[config.mk]
export PLATFORM = sky130hd
export DESIGN_NAME = rng_postproc
export DESIGN_NICKNAME = d
export VERILOG_FILES = /design/src/rtl/rng_pkg.sv /design/src/rtl/rng_health.sv /design/src/rtl/rng_postproc.sv
export SDC_FILE = /design/constraint.sdc
export NUM_CORES = 1
export LEC_CHECK = 0
export CAP_MARGIN = 5
export CORE_MARGIN = 3
export CORE_UTILIZATION = 25
export CTS_CLUSTER_DIAMETER = 150
export DETAILED_ROUTE_END_ITERATION = 7
export DONT_BUFFER_PORTS = 1
export PLACE_DENSITY = 0.42
export SYNTH_ARGS = -nofsm -noshare
export SYNTH_HDL_FRONTEND = slang
export SYNTH_SLANG_ARGS = --single-unit
[constraint.sdc]
create_clock -name clk -period 7.7 [get_ports clk]
set_input_delay 1.155 -clock clk [delete_from_list [all_inputs] [get_ports clk]]
set_output_delay 1.155 -clock clk [all_outputs]
set_load 0.05 [all_outputs]
[src/rtl/rng_pkg.sv]
// Shared definitions for the TRNG post-processing slice.
// Contents: controller state enum, default parameter values, and a helper
// that sizes a counter able to hold a given maximum value.
package rng_pkg;

  typedef enum logic [1:0] {
    ST_IDLE   = 2'd0,
    ST_WARMUP = 2'd1,
    ST_RUN    = 2'd2,
    ST_FAIL   = 2'd3
  } state_e;

  localparam int DEF_WORD_W     = 32;
  localparam int DEF_WARMUP_CYC = 1024;
  localparam int DEF_REP_CUTOFF = 32;
  localparam int DEF_APT_WIN    = 512;
  localparam int DEF_APT_CUTOFF = 410;

  // Bits needed for a counter that must represent 0..max_val.
  function automatic int cnt_w(input int max_val);
    return (max_val < 2) ? 1 : $clog2(max_val + 1);
  endfunction

endpackage

[src/rtl/rng_health.sv]
// Continuous health tests on the synchronized raw bit stream.
// Ports:
//   clk, rst_n     clock and async active-low reset
//   raw_q          synchronized raw bit under test
//   active         evaluate raw_q this cycle
//   clear          restart both tests (next bit begins a new run and window)
//   rep_trip       run of identical bits reaches REP_CUTOFF this cycle
//   apt_trip       window reference count reaches APT_CUTOFF this cycle
module rng_health
  import rng_pkg::*;
#(
  parameter int REP_CUTOFF = DEF_REP_CUTOFF,
  parameter int APT_WIN    = DEF_APT_WIN,
  parameter int APT_CUTOFF = DEF_APT_CUTOFF
) (
  input  logic clk,
  input  logic rst_n,
  input  logic raw_q,
  input  logic active,
  input  logic clear,
  output logic rep_trip,
  output logic apt_trip
);

  localparam int RW = cnt_w(REP_CUTOFF);
  localparam int AW = cnt_w(APT_CUTOFF);
  localparam int PW = cnt_w(APT_WIN);

  logic [RW-1:0] rep_cnt_q, rep_cnt_d;
  logic          prev_q, prev_d;
  logic [AW-1:0] apt_cnt_q, apt_cnt_d;
  logic          apt_ref_q, apt_ref_d;
  logic [PW-1:0] apt_pos_q, apt_pos_d;

  always_comb begin
    rep_cnt_d = rep_cnt_q;
    prev_d    = prev_q;
    apt_cnt_d = apt_cnt_q;
    apt_ref_d = apt_ref_q;
    apt_pos_d = apt_pos_q;
    rep_trip  = 1'b0;
    apt_trip  = 1'b0;
    if (clear) begin
      rep_cnt_d = '0;
      apt_cnt_d = '0;
      apt_pos_d = '0;
    end else if (active) begin
      prev_d = raw_q;
      // A zero run count means no bit has been seen since the last clear.
      if (rep_cnt_q == '0 || raw_q != prev_q) begin
        rep_cnt_d = RW'(1);
      end else if (rep_cnt_q != RW'(REP_CUTOFF)) begin
        rep_cnt_d = rep_cnt_q + RW'(1);
      end
      rep_trip = (rep_cnt_d == RW'(REP_CUTOFF));

      if (apt_pos_q == '0) begin
        apt_ref_d = raw_q;
        apt_cnt_d = AW'(1);
      end else if (raw_q == apt_ref_q && apt_cnt_q != AW'(APT_CUTOFF)) begin
        apt_cnt_d = apt_cnt_q + AW'(1);
      end
      apt_trip  = (apt_cnt_d == AW'(APT_CUTOFF));
      apt_pos_d = (apt_pos_q == PW'(APT_WIN - 1)) ? '0 : apt_pos_q + PW'(1);
    end
  end

  always_ff @(posedge clk or negedge rst_n) begin
    if (!rst_n) begin
      rep_cnt_q <= '0;
      prev_q    <= 1'b0;
      apt_cnt_q <= '0;
      apt_ref_q <= 1'b0;
      apt_pos_q <= '0;
    end else begin
      rep_cnt_q <= rep_cnt_d;
      prev_q    <= prev_d;
      apt_cnt_q <= apt_cnt_d;
      apt_ref_q <= apt_ref_d;
      apt_pos_q <= apt_pos_d;
    end
  end

endmodule

[src/rtl/rng_postproc.sv]
// TRNG post-processor: health tests, von Neumann extraction, word packing
// and a valid/ready output register. Also gates the oscillator enable.
// Ports:
//   clk, rst_n     clock and async active-low reset
//   en             run request; low returns to idle
//   raw_bit        sampled generator output (resynchronized into raw_q)
//   osc_enable     generator enable
//   word_out       packed word, first extracted bit in the MSB
//   word_valid     word_out holds an unconsumed word
//   word_ready     consumer accepts word_out
//   health_fail    sticky failure, fail_rep / fail_apt give the cause
//
// state      | meaning
// ST_IDLE    | oscillators off, waiting for en
// ST_WARMUP  | oscillators on, bits discarded, health tests running
// ST_RUN     | extraction and packing active
// ST_FAIL    | health test tripped, oscillators off until en drops
module rng_postproc
  import rng_pkg::*;
#(
  parameter int WORD_W     = DEF_WORD_W,
  parameter int WARMUP_CYC = DEF_WARMUP_CYC,
  parameter int REP_CUTOFF = DEF_REP_CUTOFF,
  parameter int APT_WIN    = DEF_APT_WIN,
  parameter int APT_CUTOFF = DEF_APT_CUTOFF
) (
  input  logic              clk,
  input  logic              rst_n,
  input  logic              en,
  input  logic              raw_bit,
  output logic              osc_enable,
  output logic [WORD_W-1:0] word_out,
  output logic              word_valid,
  input  logic              word_ready,
  output logic              health_fail,
  output logic              fail_rep,
  output logic              fail_apt
);

  localparam int WU_W = cnt_w(WARMUP_CYC);
  localparam int PK_W = cnt_w(WORD_W);

  state_e            state_q, state_d;
  logic              raw_q;
  logic [WU_W-1:0]   wu_cnt_q, wu_cnt_d;
  logic              phase_q, phase_d;
  logic              first_q, first_d;
  logic [WORD_W-1:0] pack_q, pack_d;
  logic [PK_W-1:0]   pack_cnt_q, pack_cnt_d;
  logic [WORD_W-1:0] word_q, word_d;
  logic              valid_q, valid_d;
  logic              osc_q, osc_d;
  logic              hf_q, hf_d;
  logic              frep_q, frep_d;
  logic              fapt_q, fapt_d;
  logic              rep_trip, apt_trip;
  logic              pack_full, xfer;

  rng_health #(
    .REP_CUTOFF (REP_CUTOFF),
    .APT_WIN    (APT_WIN),
    .APT_CUTOFF (APT_CUTOFF)
  ) u_health (
    .clk      (clk),
    .rst_n    (rst_n),
    .raw_q    (raw_q),
    .active   (en && (state_q == ST_WARMUP || state_q == ST_RUN)),
    .clear    (state_q == ST_IDLE),
    .rep_trip (rep_trip),
    .apt_trip (apt_trip)
  );

  always_comb begin
    state_d    = state_q;
    wu_cnt_d   = wu_cnt_q;
    phase_d    = 1'b0;
    first_d    = first_q;
    pack_d     = pack_q;
    pack_cnt_d = pack_cnt_q;
    word_d     = word_q;
    valid_d    = valid_q;
    hf_d       = hf_q;
    frep_d     = frep_q;
    fapt_d     = fapt_q;
    pack_full  = (pack_cnt_q == PK_W'(WORD_W));
    xfer       = valid_q & word_ready;
    if (xfer) valid_d = 1'b0;

    if (!en) begin
      state_d    = ST_IDLE;
      valid_d    = 1'b0;
      pack_cnt_d = '0;
      hf_d       = 1'b0;
      frep_d     = 1'b0;
      fapt_d     = 1'b0;
    end else begin
      case (state_q)
        ST_IDLE: begin
          state_d    = ST_WARMUP;
          wu_cnt_d   = WU_W'(WARMUP_CYC - 1);
          pack_cnt_d = '0;
        end
        ST_WARMUP, ST_RUN: begin
          if (rep_trip || apt_trip) begin
            state_d    = ST_FAIL;
            valid_d    = 1'b0;
            pack_cnt_d = '0;
            hf_d       = 1'b1;
            frep_d     = frep_q | rep_trip;
            fapt_d     = fapt_q | apt_trip;
          end else if (state_q == ST_WARMUP) begin
            if (wu_cnt_q == '0) state_d = ST_RUN;
            else                wu_cnt_d = wu_cnt_q - WU_W'(1);
          end else begin
            phase_d = ~phase_q;
            if (!phase_q) begin
              first_d = raw_q;
            end else if (first_q != raw_q && !pack_full) begin
              // 10 yields 1, 01 yields 0: the yielded bit is the pair's first bit.
              pack_d     = {pack_q[WORD_W-2:0], first_q};
              pack_cnt_d = pack_cnt_q + PK_W'(1);
            end
            // A full pack drops new bits until the output register frees up.
            if (pack_full && (!valid_q || xfer)) begin
              word_d     = pack_q;
              valid_d    = 1'b1;
              pack_cnt_d = '0;
            end
          end
        end
        ST_FAIL: valid_d = 1'b0;
        default: state_d = ST_IDLE;
      endcase
    end
    osc_d = (state_d == ST_WARMUP) || (state_d == ST_RUN);
  end

  always_ff @(posedge clk or negedge rst_n) begin
    if (!rst_n) begin
      state_q    <= ST_IDLE;
      raw_q      <= 1'b0;
      wu_cnt_q   <= '0;
      phase_q    <= 1'b0;
      first_q    <= 1'b0;
      pack_q     <= '0;
      pack_cnt_q <= '0;
      word_q     <= '0;
      valid_q    <= 1'b0;
      osc_q      <= 1'b0;
      hf_q       <= 1'b0;
      frep_q     <= 1'b0;
      fapt_q     <= 1'b0;
    end else begin
      state_q    <= state_d;
      raw_q      <= raw_bit;
      wu_cnt_q   <= wu_cnt_d;
      phase_q    <= phase_d;
      first_q    <= first_d;
      pack_q     <= pack_d;
      pack_cnt_q <= pack_cnt_d;
      word_q     <= word_d;
      valid_q    <= valid_d;
      osc_q      <= osc_d;
      hf_q       <= hf_d;
      frep_q     <= frep_d;
      fapt_q     <= fapt_d;
    end
  end

  assign osc_enable  = osc_q;
  assign word_out    = word_q;
  assign word_valid  = valid_q;
  assign health_fail = hf_q;
  assign fail_rep    = frep_q;
  assign fail_apt    = fapt_q;

endmodule

==> flow_summary.toml <==
[floorplanning]
coreArea_um2 = 22800
die_w_um = 159
die_area_um2 = 25400
rows = 55
die_h_um = 159
ioPinCount = 42
start_util_pct = 25.7

[clock_tree]
post_cts_resized = 0
ctsHoldBuffers = 0
cts_htree_levels = 4
clkLatencyLatePin_ns = 0.41
numCtsBuffers = 17
cts_tree = "done"
path_clk_slew_ns = 0.05
postCtsSetupRepairBufs = 0
ctsRootBufferMaster = "clkbuf_16"
cts_num_sinks = 118
cts_buffer_depth = 2

[finish]
final_layout_size_suffix_gt1_share_pct = 21.5
fin_nets = 532
diodes = 0
final_area_um2 = 6760
final_cell_mix = "118 x dfrtp_1, 49 x mux2_2, 35 x nand2_1"
area_growth_pct = 15.2
final_common_cell = "dfrtp_1"
finish.utilization_pct = 29.6

[worst_setup_path]
crit_required_ns = 7.98
crit_path_end_kind = "flop"
cp-start-kind = "flop"
crit_chain = "inv_1 > ha_1 > and2_0 > nand2b_1 > nor4_2 > nand2_2 > nand3_2 > mux2_2"
critPathMaxStageDelay_ns = 0.80
slowest_stage = "nor4_2"
regToRegStartpoint = "state_q[0]$_DFF_PN0_"
regToRegSetupSlack_ns = 3.46
rr_endpoint = "word_out[28]$_DFFE_PN0P_"
path_max_fanout = 32
r2r_cells = 8
worstSetupPathType = "flop to flop"
cp.arrival_ns = 4.53

[routing]
wl_per_cell_um = 14.7
drtAntennaViolNets = 0
via_per_inst = 4.64
vias = 3888
drc = 0
drt-initial-drc-count = 210
drt-total-wl_um = 12300
dr.pass1.iters = 5

[synthesis]
synthArstFlopShare_pct = 100
yosysSeqAreaShare_pct = 50.3
synth-seq-cells = 118
synthFlopType = "dfrtp_1"
syn_area_per_cell_um2 = 11.5
synth_edf_count = 0
ys_types = 68
post_synth_instance_area_um2 = 5870
ys_warn_count = 0
synth_cells = 511
syn-num-nets = 529

[global_route]
antenna_found_initial = 0
grt_overflow = 0
track_usage_pct = 10.2
grt_pass1_wl_um = 20900
grt_pass1_vias = 3951
grt_start_max_net_pins = 119

[sta]
finalSetupViolCount = 0
fin_skew_ns = 0.00735
worst_slack_ns = 3.46
finalCriticalPeriod_ns = 4.24
rsz0062_at_grt = "no"
slew_headroom_pct = 41.3
post-route-period-util_pct = 55.1
final.setup.tns_ns = 0
worst_pin_slew_ns = 0.879
hold_viol_final = 0
slew_violations = 0
fmax_ghz = 0.236

[pwr]
powerDensity_nw_per_um2 = 232
p_seq_share_pct = 42.2
combPwrFrac_pct = 7.5
p_int_w = 0.00120
p_leak_nw = 2.94
p_switching_w = 0.000366
vdd_drop_max_mv = 0.149
switching_share_pct = 23.3
power_w = 0.00157
clkPwrFrac_pct = 50.3

[place]
pre_cts_ws_ns = 3.40
place_hpwl_um = 8090
placed_area_um2 = 6170
gp_congestion = 0.787
portBuffers = 0

[hold_path]
hold_class = "input pin to async pin"

[job]
drv_cap = 0

[outcome]
outcome = "finished, final reports clean"
[cell type report]
class | instances | area (µm²)
Multi-Input combinational cell | 354 | 2720
Clock buffer | 22 | 494
Inverter | 19 | 71.3
Tap cell | 313 | 392
Timing Repair Buffer | 4 | 30.0
Fill cell | 2390 | 16100
Clock inverter | 8 | 97.6
Sequential cell | 118 | 2950
[Yosys cell counts (5+ instances only)]
master | count | area share [%]
o31ai_1 | 7 | 0.90
inv_1 | 19 | 1.2
nor2_1 | 32 | 2.0
or3_1 | 9 | 0.96
mux2_1 | 5 | 0.96
dfrtp_1 | 118 | 50
mux2_4 | 14 | 3.6
nor2b_1 | 6 | 0.64
nor3_1 | 8 | 0.68
clkbuf_1 | 9 | 0.58
and3_1 | 6 | 0.64
nand2b_1 | 7 | 0.75
a31oi_1 | 7 | 0.75
a21oi_1 | 22 | 1.9
buf_6 | 6 | 1.2
ha_1 | 13 | 2.8
nand2_1 | 35 | 2.2
mux2_2 | 49 | 9.4
xor2_1 | 11 | 1.6
nand4_1 | 7 | 0.75
o21ai_0 | 25 | 2.1
nor4_1 | 7 | 0.75
nand3_1 | 13 | 1.1
[worst max path at each step]
stage / endpoint / startpoint / slack [ns] / depth (start not counted)
6_report: word_out[28]$_DFFE_PN0P_ / state_q[0]$_DFF_PN0_ / 3.46 / 8
5_1_grt: word_out[23]$_DFFE_PN0P_ / state_q[1]$_DFF_PN0_ / 3.10 / 8
4_1_cts: word_out[7]$_DFFE_PN0P_ / state_q[0]$_DFF_PN0_ / 3.38 / 8
3_5_place_dp: word_out[14]$_DFFE_PN0P_ / state_q[0]$_DFF_PN0_ / 3.40 / 8
3_3_place_gp: word_out[26]$_DFFE_PN0P_ / en / 3.48 / 6
2_1_floorplan: word_out[10]$_DFFE_PN0P_ / en / 4.54 / 9
[state kept, by name, indices dropped and copies added (netlist names), 2 cells and up]
register,flops
pack_q,32
pack_cnt_q,6
u_health.apt_pos_q,10
state_q,2
word_out,32
wu_cnt_q,11
u_health.rep_cnt_q,6
u_health.apt_cnt_q,9
[critical path, delay by kind of cell, from the launching register on]
| family | cells | cell delay [ns] |
|---|---|---|
| fa+ha+maj | 1 | 0.59 |
| buf+inv | 1 | 0.09 |
| flops | 1 | 0.39 |
| mux | 1 | 0.41 |
| simple gates | 5 | 2.59 |
[logic make-up after synthesis]
logic type                 Yosys count  synth area share (%)
AOI/OAI and AO/OA                   97                  11.3
xor gates and xnor gates            16                  2.71
adders and majority gates           13                  2.77
buffers and inverters               39                  3.41
DFF                                118                  50.3
muxes                               72                  14.6
and+or+nand+nor                    156                  14.9
[metrics by stage]
step / hold slack [ns] / cells
after CTS: 0.417 / 838
after detailed placement: 0.445 / 808
after global routing: 0.411 / 838
after global placement: 0.446 / 808
final: 0.448 / 838
after floorplan: 0.427 / 511
[metal layers]
| metal | track usage (%) | up-vias | part of all wire [%] |
|---|---|---|---|
| li1 | - | 1853 | - |
| met3 | 3.25 | 14 | 4.0 |
| met1 | 13.4 | 1969 | 49 |
| met4 | 3.86 | 0 | 1.5 |
| met5 | 0 | - | 0 |
| met2 | 15.6 | 52 | 45 |
[power groups by stage]
stage | Sequential (W) | Clock, W | Combinational (W)
finish | 0.000661 | 0.000789 | 0.000117
global route | 0.000664 | 0.000845 | 0.000131
CTS | 0.000662 | 0.000819 | 0.000118
detailed placement | 0.000673 | 0 | 0.000117
global placement | 0.000672 | 0 | 0.000116
floorplan | 0.000667 | 0 | 0.0000960
(Power assumes the default switching activity.)
